<file path="config.mk">
export PLATFORM = sky130hd
export DESIGN_NAME = dds_sample_sequencer
export DESIGN_NICKNAME = d
export VERILOG_FILES = /design/src/rtl/dds_seq_pkg.sv /design/src/rtl/dds_sample_fifo.sv /design/src/rtl/dds_sample_sequencer.sv
export SDC_FILE = /design/constraint.sdc
export NUM_CORES = 1
export LEC_CHECK = 0
export BUFFER_PORTS_ARGS = -buffer_cell sky130_fd_sc_hd__buf_4
export CORE_ASPECT_RATIO = 0.5
export CORE_MARGIN = 2
export CORE_UTILIZATION = 50
export CTS_BUF_LIST = sky130_fd_sc_hd__clkbuf_2 sky130_fd_sc_hd__clkbuf_4 sky130_fd_sc_hd__clkbuf_8
export DETAILED_ROUTE_END_ITERATION = 7
export PLACE_DENSITY = 0.78
export REMOVE_ABC_BUFFERS = 1
export SETUP_SLACK_MARGIN = 0.3
export SLEW_MARGIN = 30
export SYNTH_ARGS = -nofsm -noshare
export SYNTH_HDL_FRONTEND = slang
export SYNTH_HIERARCHICAL = 1
export SYNTH_SLANG_ARGS = --single-unit
</file>
<file path="constraint.sdc">
create_clock -name clk -period 3.6 [get_ports clk]
set_input_delay 0.36 -clock clk [delete_from_list [all_inputs] [get_ports clk]]
set_output_delay 0.36 -clock clk [all_outputs]
set_load 0.1 [all_outputs]
</file>
<file path="src/rtl/dds_seq_pkg.sv">
// Shared types and default sizing for the DDS sample sequencer.
// Defaults match the CORDIC DDS core it drives.
package dds_seq_pkg;

  localparam int INC_W_DEF   = 20;
  localparam int Q_W_DEF     = 16;
  localparam int CNT_W_DEF   = 16;
  localparam int DEPTH_DEF   = 8;
  localparam int TIMEOUT_DEF = 1024;

  typedef enum logic [2:0] {
    IDLE,
    ISSUE,
    WAIT,
    GAP,
    FIN
  } state_e;

endpackage

</file>
<file path="src/rtl/dds_sample_fifo.sv">
// First-word-fall-through sample FIFO; the head entry is always visible on dout.
// Pointers wrap naturally because DEPTH is a power of two.
module dds_sample_fifo #(
  parameter int W     = 16,
  parameter int DEPTH = 8
) (
  input  logic                   clk,
  input  logic                   reset,
  input  logic                   push,
  input  logic [W-1:0]           din,
  input  logic                   pop,
  output logic [W-1:0]           dout,
  output logic                   empty,
  output logic [$clog2(DEPTH):0] count
);

  localparam int AW = $clog2(DEPTH);

  logic [W-1:0]  mem_q [DEPTH];
  logic [AW-1:0] wr_ptr_q;
  logic [AW-1:0] rd_ptr_q;
  logic [AW:0]   count_q;
  logic          do_push;
  logic          do_pop;

  // A push into a full FIFO is only accepted when a pop frees the slot that same cycle.
  assign do_pop  = pop && (count_q != '0);
  assign do_push = push && ((count_q != (AW+1)'(DEPTH)) || do_pop);

  always_ff @(posedge clk or negedge reset) begin
    if (!reset) begin
      for (int i = 0; i < DEPTH; i++) begin
        mem_q[i] <= '0;
      end
      wr_ptr_q <= '0;
      rd_ptr_q <= '0;
      count_q  <= '0;
    end else begin
      if (do_push) begin
        mem_q[wr_ptr_q] <= din;
        wr_ptr_q        <= wr_ptr_q + 1'b1;
      end
      if (do_pop) begin
        rd_ptr_q <= rd_ptr_q + 1'b1;
      end
      case ({do_push, do_pop})
        2'b10:   count_q <= count_q + 1'b1;
        2'b01:   count_q <= count_q - 1'b1;
        default: count_q <= count_q;
      endcase
    end
  end

  assign dout  = mem_q[rd_ptr_q];
  assign empty = (count_q == '0);
  assign count = count_q;

endmodule

</file>
<file path="src/rtl/dds_sample_sequencer.sv">
// Drives update strobes into the DDS core, captures each sample on the ready
// rising edge into a FWFT FIFO, and runs bursts of N samples with a timeout.
module dds_sample_sequencer
  import dds_seq_pkg::*;
#(
  parameter int INC_W   = INC_W_DEF,
  parameter int Q_W     = Q_W_DEF,
  parameter int CNT_W   = CNT_W_DEF,
  parameter int DEPTH   = DEPTH_DEF,
  parameter int TIMEOUT = TIMEOUT_DEF
) (
  input  logic             clk,
  input  logic             reset,
  input  logic             start,
  input  logic [INC_W-1:0] step_in,
  input  logic [CNT_W-1:0] num_samples,
  input  logic [7:0]       period,
  output logic [INC_W-1:0] dds_increment,
  output logic             dds_update,
  input  logic [Q_W-1:0]   dds_q,
  input  logic             dds_ready,
  output logic [Q_W-1:0]   smp_data,
  output logic             smp_valid,
  input  logic             smp_accept,
  output logic             busy,
  output logic             done,
  output logic             timeout_err
);

  localparam int CW = $clog2(DEPTH) + 1;
  localparam int TW = $clog2(TIMEOUT + 1);

  state_e           state_q;
  logic [INC_W-1:0] inc_q;
  logic [CNT_W-1:0] remain_q;
  logic [7:0]       period_q;
  logic [7:0]       gap_q;
  logic [TW-1:0]    tmo_q;
  logic             ready_q;
  logic             update_q;
  logic             done_q;
  logic             err_q;

  logic             ready_edge;
  logic             fifo_push;
  logic             fifo_pop;
  logic             fifo_empty;
  logic [CW-1:0]    fifo_count;
  logic             room_nxt;

  assign ready_edge = dds_ready & ~ready_q;
  assign fifo_push  = (state_q == WAIT) && ready_edge;
  assign smp_valid  = ~fifo_empty;
  assign fifo_pop   = smp_valid & smp_accept;
  // Pushes only happen in WAIT, so next-cycle room depends on the pop alone.
  assign room_nxt   = (fifo_count != CW'(DEPTH)) || fifo_pop;

  dds_sample_fifo #(
    .W     (Q_W),
    .DEPTH (DEPTH)
  ) u_fifo (
    .clk   (clk),
    .reset (reset),
    .push  (fifo_push),
    .din   (dds_q),
    .pop   (fifo_pop),
    .dout  (smp_data),
    .empty (fifo_empty),
    .count (fifo_count)
  );

  // The update strobe is registered: it is armed on entry to ISSUE when the FIFO will have room.
  always_ff @(posedge clk or negedge reset) begin
    if (!reset) begin
      state_q  <= IDLE;
      inc_q    <= '0;
      remain_q <= '0;
      period_q <= '0;
      gap_q    <= '0;
      tmo_q    <= '0;
      ready_q  <= 1'b0;
      update_q <= 1'b0;
      done_q   <= 1'b0;
      err_q    <= 1'b0;
    end else begin
      ready_q  <= dds_ready;
      update_q <= 1'b0;
      done_q   <= 1'b0;
      unique case (state_q)
        IDLE: begin
          if (start) begin
            inc_q    <= step_in;
            remain_q <= num_samples;
            period_q <= period;
            err_q    <= 1'b0;
            if (num_samples == '0) begin
              state_q <= FIN;
              done_q  <= 1'b1;
            end else begin
              state_q  <= ISSUE;
              update_q <= room_nxt;
            end
          end
        end
        ISSUE: begin
          if (update_q) begin
            tmo_q   <= '0;
            state_q <= WAIT;
          end else begin
            update_q <= room_nxt;
          end
        end
        WAIT: begin
          if (ready_edge) begin
            remain_q <= remain_q - 1'b1;
            if (remain_q == CNT_W'(1)) begin
              state_q <= FIN;
              done_q  <= 1'b1;
            end else begin
              state_q <= GAP;
              gap_q   <= period_q;
            end
          end else if (tmo_q == TW'(TIMEOUT - 1)) begin
            err_q   <= 1'b1;
            state_q <= IDLE;
          end else begin
            tmo_q <= tmo_q + 1'b1;
          end
        end
        GAP: begin
          if (gap_q == '0) begin
            state_q  <= ISSUE;
            update_q <= room_nxt;
          end else begin
            gap_q <= gap_q - 1'b1;
          end
        end
        FIN: begin
          state_q <= IDLE;
        end
        default: begin
          state_q <= IDLE;
        end
      endcase
    end
  end

  assign dds_increment = inc_q;
  assign dds_update    = update_q;
  assign busy          = (state_q != IDLE);
  assign done          = done_q;
  assign timeout_err   = err_q;

endmodule

</file>
== Word-level counts from Yosys, hierarchy flattened ==
Cells that the tools add are included.
Word-level totals
  flip-flop bits (word level): 208
  bits of input ports: 65
  output and inout bits: 41
  word-level logic and storage cells: 117
Cells by class
  add/sub/neg operators: 7
  $lt $le $gt $ge: 3
  eq/ne operators: 18
  multiplexer cells: 40
  bitwise operators: 6
  reduce and logical (&&, ||, !) cells: 22
Operator list (number)
  128-bit bitwise mux: 1
  16-bit 2-to-1 mux: 5
  16-bit binary-select mux with 3-bit select: 1
  16-bit demux with 3-bit select: 1
  11-bit 2-to-1 mux: 3
  16-bit one-hot mux with 2 select lines: 1
  8-bit 2-to-1 mux: 3
  11-bit one-hot mux with 2 select lines: 1
  3-bit 2-to-1 mux: 7
  16-bit by 1-bit == test with 1-bit output, second input constant: 1
  16-bit logical NOT: 1
  2-bit inequality test, second input constant: 8
  8-bit one-hot mux with 2 select lines: 1
  4-bit AND reduction: 4
  16-bit by 1-bit subtractor with 16-bit output, second input constant: 1
  3-bit one-hot mux with 4 select lines: 1
  11-bit by 1-bit adder with 11-bit output, second input constant: 1
  11-bit by 10-bit == test with 1-bit output, second input constant: 1
  1-bit 2-to-1 mux: 11
  4-bit >= comparator, second input constant: 2
  8-bit logical NOT: 1
  3-bit NOT with 4-bit output: 2
  4-bit one-hot mux with 2 select lines: 1
  2-bit nonzero test: 4
  other kinds (24): 33

== Logic depth before layout (Yosys ltp) ==
  word-level depth: 8
  mapped depth: 12
  depth with buffers taken out: 10

== Modules after synthesis ==
Netlist, hierarchy kept.
Modules (own cells, without submodules)
  dds_sample_fifo: instances 1, cells an instance 399, area each 6565.0 um2, seq. area each 3453.3 um2
  dds_sample_sequencer: instances 1, cells an instance 373, area each 3673.5 um2, seq. area each 1751.7 um2

== Least setup slack after synthesis ==
Ideal clock, no wire load.
  path kind: register -> register
  start point: register u_fifo.count_q[0] (netlist: u_fifo/count[0])
  end point: register u_fifo.count_q[3] (netlist: u_fifo/count[3])
  setup time: 0.134 ns
  arrival time: 3.154 ns
  required time: 3.466 ns
  path slack: 0.312 ns
  stages on the path, launching flop included: 13
  buffers on the path: 2
  period minus slack after synthesis: 3.288 ns
  cell sequence: dfrtp_1 > or3_1 > buf_6 > nor2_1 > nor2b_1 > nand2b_1 > buf_2 > o21ai_1 > ha_1 > ha_1 > or4b_2 > o311ai_0 > o211ai_1
On the way
  word-level cells in the longest chain between the ends: 8
  elaborated cells between the ends (all ways): 14
  classes of those cells: 2 x add/sub; 3 x eq/ne; 1 x mux; 2 x bitwise; 6 x reduce/logical
Ends and longest elaborated chain
  start: declaration: line dds_sample_fifo.sv:22  | logic [AW:0] count_q;
  start signal: assignment: line dds_sample_fifo.sv:47  | 2'b10: count_q <= count_q + 1'b1;
  start signal: assignment: line dds_sample_fifo.sv:48  | 2'b01: count_q <= count_q - 1'b1;
  start signal: assignment: line dds_sample_fifo.sv:49  | default: count_q <= count_q;
  4-bit logical NOT *: line dds_sample_fifo.sv:55  | assign empty = (count_q == '0);
  via fifo_empty: line dds_sample_sequencer.sv:47  | logic fifo_empty;
  1-bit NOT *: line dds_sample_sequencer.sv:53  | assign smp_valid = ~fifo_empty;
  1-bit AND *: line dds_sample_sequencer.sv:54  | assign fifo_pop = smp_valid & smp_accept;
  via fifo_pop: line dds_sample_sequencer.sv:46  | logic fifo_pop;
  1-bit logical AND *: line dds_sample_fifo.sv:27  | assign do_pop = pop && (count_q != '0);
  1-bit logical OR: line dds_sample_fifo.sv:28  | assign do_push = push && ((count_q != (AW+1)'(DEPTH)) || do_pop);
  1-bit logical AND: line dds_sample_fifo.sv:28
  2-bit by 1-bit == test with 1-bit output or 2-bit == test (tied branches): line dds_sample_fifo.sv:46  | case ({do_push, do_pop})
  4-bit one-hot mux with 2 select lines or 2-bit nonzero test (tied branches)
The timed path passes the listed nets; every way through them passes the cells marked *.
A chain may end at the register's enable or synchronous reset.

== Worst setup path in the final report ==
Ends and elaborated chain as after synthesis.

==> flow_summary.yaml <==
critical_path:
  crit_type: "reg2reg"
  crit_arrival_ps: 3480
  startpoint_type: "flop"
  endpoint_kind: "flop"
  cpPeakStageDelay_ps: 660
  cp_max_fo: 9
  timing.rr.start: "u_fifo/count[0]"
  crit_buf_inv: 0
  slowest_stage: "or4b_2"
  worstReg2RegEnd: "u_fifo/count[3]"
  rrSetupSlack_ps: 560
  crit_family: "simple AND/OR/NAND/NOR gates"
  required_ps: 4040
  rr_worst_depth: 10
  cp_cell_sequence: "or3_1 -> nor2_1 -> nor2b_1 -> nand2b_1 -> o21ai_4 -> ha_4 -> ha_1 -> or4b_2 -> o311ai_0 -> o211ai_1"
routing:
  wl_per_cell_um: 18.7
  drtIter0Drc: 457
  finalWirelength_um: 21900
  num_vias: 6867
  vias_per_cell: 5.85
  drc: 0
  postRouteAntennaNets: 0
  drt_first_pass_iters: 5
layout:
  layout_commonest_cell: "dfrtp_1"
  final_cell_mix: "dfrtp_1, mux2_2, buf_4"
  nFillCells: 1551
  diodes: 0
  fin_nets: 962
  layout-drive-gt1-share_pct: 45.3
  syn_to_final_growth_pct: 17.0
yosys:
  ys_ff_latch: 208
  ys_types: 72
  ys_top_cells_by_area: "dfrtp_1, mux2_2, mux4_2"
  ys.flop_type: "dfrtp_1"
  synth_top_area_share_pct: 50.8
  yosysSeqAreaShare_pct: 50.8
  synth_top_area_cell: "dfrtp_1"
  synthArstFlopShare_pct: 100
  synth_edf_count: 0
  ys_warn_count: 6
  syn-cell-area_um2: 10200
  synth_cells: 772
  syn_area_per_cell_um2: 13.3
placement:
  hpwlAfterDp_um: 13900
  place_congestion: 0.845
  io_buffers: 105
  place_ws_ps: 350
status:
  status: "completed"
timing:
  post-route-period-util_pct: 84.4
  slew_headroom_pct: 32.7
  fin_crit_ps: 3040
  tns_ps: 0
  fmax_ghz: 0.329
  worst_pin_slew_ps: 1010
  finalHoldViolations: 0
  finalMaxSlewViolations: 0
  setup_viol: 0
  setup_ws_ps: 561
  rsz0062_at_grt: "false"
  finClkSkew_ps: 25.9
power:
  p_leak_nw: 5.52
  vdd_drop_max_uv: 560
  powerDensity_nw_per_um2: 881
worst_hold_path:
  hold_path_end: "dds_increment[5]"
  min_from: "step_in[5]"
  hold_path_class: "in2reg"
  hold_path_depth: 2
clocking:
  clk_pin_slew_worst_paths_ps: 70
  cts_setup_buffers: 0
  clkSinkCount: 208
  clk_latency_ps: 570
  root_buffer: "clkbuf_8"
  cts_tree: "yes"
  clockBufferDepth: 3
  cts_buffers: 30
  cts-htree-levels: 1
grt:
  grt_first_pass_wirelength_um: 36400
  grt_max_degree: 97
  grt_usage_pct: 20.8
  antenna_found_initial: 0
  overflow: 0
  grt_pass1_vias: 7020
floorplan:
  initial_utilization_pct: 51.8
  die_area_um2: 21700
  dieWidth_um: 206
  ioPinCount: 106
  die_y_um: 105
  num_rows: 36
  core_area_um2: 19800
job:
  max_cap_violations: 0
==> cell type report <==
class / count / area, µm² / area share [%]
Clock inverter: 3 / 30.0 / 0.251
Tap cell: 266 / 333 / 2.78
Inverter: 15 / 56.3 / 0.470
Sequential cell: 208 / 5210 / 43.5
Clock buffer: 50 / 601 / 5.01
Multi-Input combinational cell: 505 / 4760 / 39.7
Timing Repair Buffer: 126 / 992 / 8.28
==> routing by layer <==
metal	routed length [µm]	up-vias	track usage [%]	share of wire [%]
met2	10700	146	33.8	49
li1	-	3117	-	-
met4	383	0	4.95	1.7
met3	782	33	3.28	3.6
met5	0	-	0	0
met1	10100	3571	29.4	46
==> synthesized netlist by cell type, drive strengths merged (3+ instances only) <==
library cell	instances
nand3	13
a22o	3
nand4	3
or4	5
nand2	23
o21ai	49
nor4	9
xnor2	5
dfrtp	208
nor2	34
clkbuf	19
a31oi	8
mux4	32
nor3	16
buf	25
nand4b	3
nand2b	6
and3	3
o211ai	3
ha	10
o2bb2ai	3
o31ai	7
a21oi	37
mux2	176
a22oi	4
nor2b	6
and2	8
inv	15
nor3b	5
==> state kept, by name (all words and copies together), names as in the netlist <==
register,flops
state_q,3
tmo_q,11
u_fifo/wr_ptr_q,3
gap_q,8
done,1
u_fifo/count,4
ready_q,1
timeout_err,1
u_fifo/rd_ptr_q,3
dds_increment,20
remain_q,16
dds_update,1
u_fifo/mem_q,128
period_q,8
==> cells by family (layout without fill, tap and decap cells) <==
kind of cell / after synthesis / in the layout / share of synthesized area, %
muxes: 209 / 209 / 27.3
and+or+nand+nor: 144 / 144 / 8.24
DFF: 208 / 208 / 50.8
adders and majority gates: 11 / 11 / 1.42
AOI/OAI and AO/OA: 135 / 135 / 8.81
xor gates and xnor gates: 6 / 6 / 0.513
buffers and inverters: 59 / 194 / 2.92
==> worst max-delay path by stage <==
stage / from / endpoint / slack [ps] / cells past startpoint
final: u_fifo/count[0] / u_fifo/count[3] / 560 / 10
after global routing: u_fifo/count[0] / u_fifo/count[3] / 340 / 10
after CTS: u_fifo/count[0] / u_fifo/count[3] / 350 / 10
after detailed placement: u_fifo/count[0] / u_fifo/count[3] / 350 / 10
after global placement: u_fifo/count[0] / u_fifo/count[3] / 500 / 10
after floorplan: u_fifo/count[0] / u_fifo/count[3] / 120 / 10
==> metrics by stage <==
stage / hold WS [ps] / instances / total power (W) / instance area, µm² / utilization (%)
detailed placement: 473 / 1114 / 0.00860 / 11300 / 57.0
floorplan: 64.4 / 728 / 0.00740 / 10000 / -
global route: 4.89 / 1173 / 0.0111 / 12000 / 60.6
CTS: 0.381 / 1171 / 0.0106 / 11900 / 60.3
global placement: 465 / 1114 / 0.00843 / 11300 / 57.0
finish: 31.4 / 1173 / 0.0105 / 12000 / 60.6
==> worst reg2reg max path: stages (launching register included) <==
cell and delay [ps]:
dfrtp_1 460, or3_1 390, nor2_1 140, nor2b_1 100, nand2b_1 200, o21ai_4 210, ha_4 210, ha_1 290
or4b_2 660, o311ai_0 130, o211ai_1 120
==> power breakdown <==
part	total, W	switching (W)	internal [W]
logic	0.00484	0.00302	0.00181
registers	0.00375	0.000669	0.00308
clock network	0.00196	0.000909	0.00105
==> what timing repair did <==
item                       in CTS  in global routing
hold endpoints to repair       97                  2
resized for setup               0                  5
setup endpoints to repair       0                  1
hold buffers                    4                  2
Power figures use the tool's default switching activity.
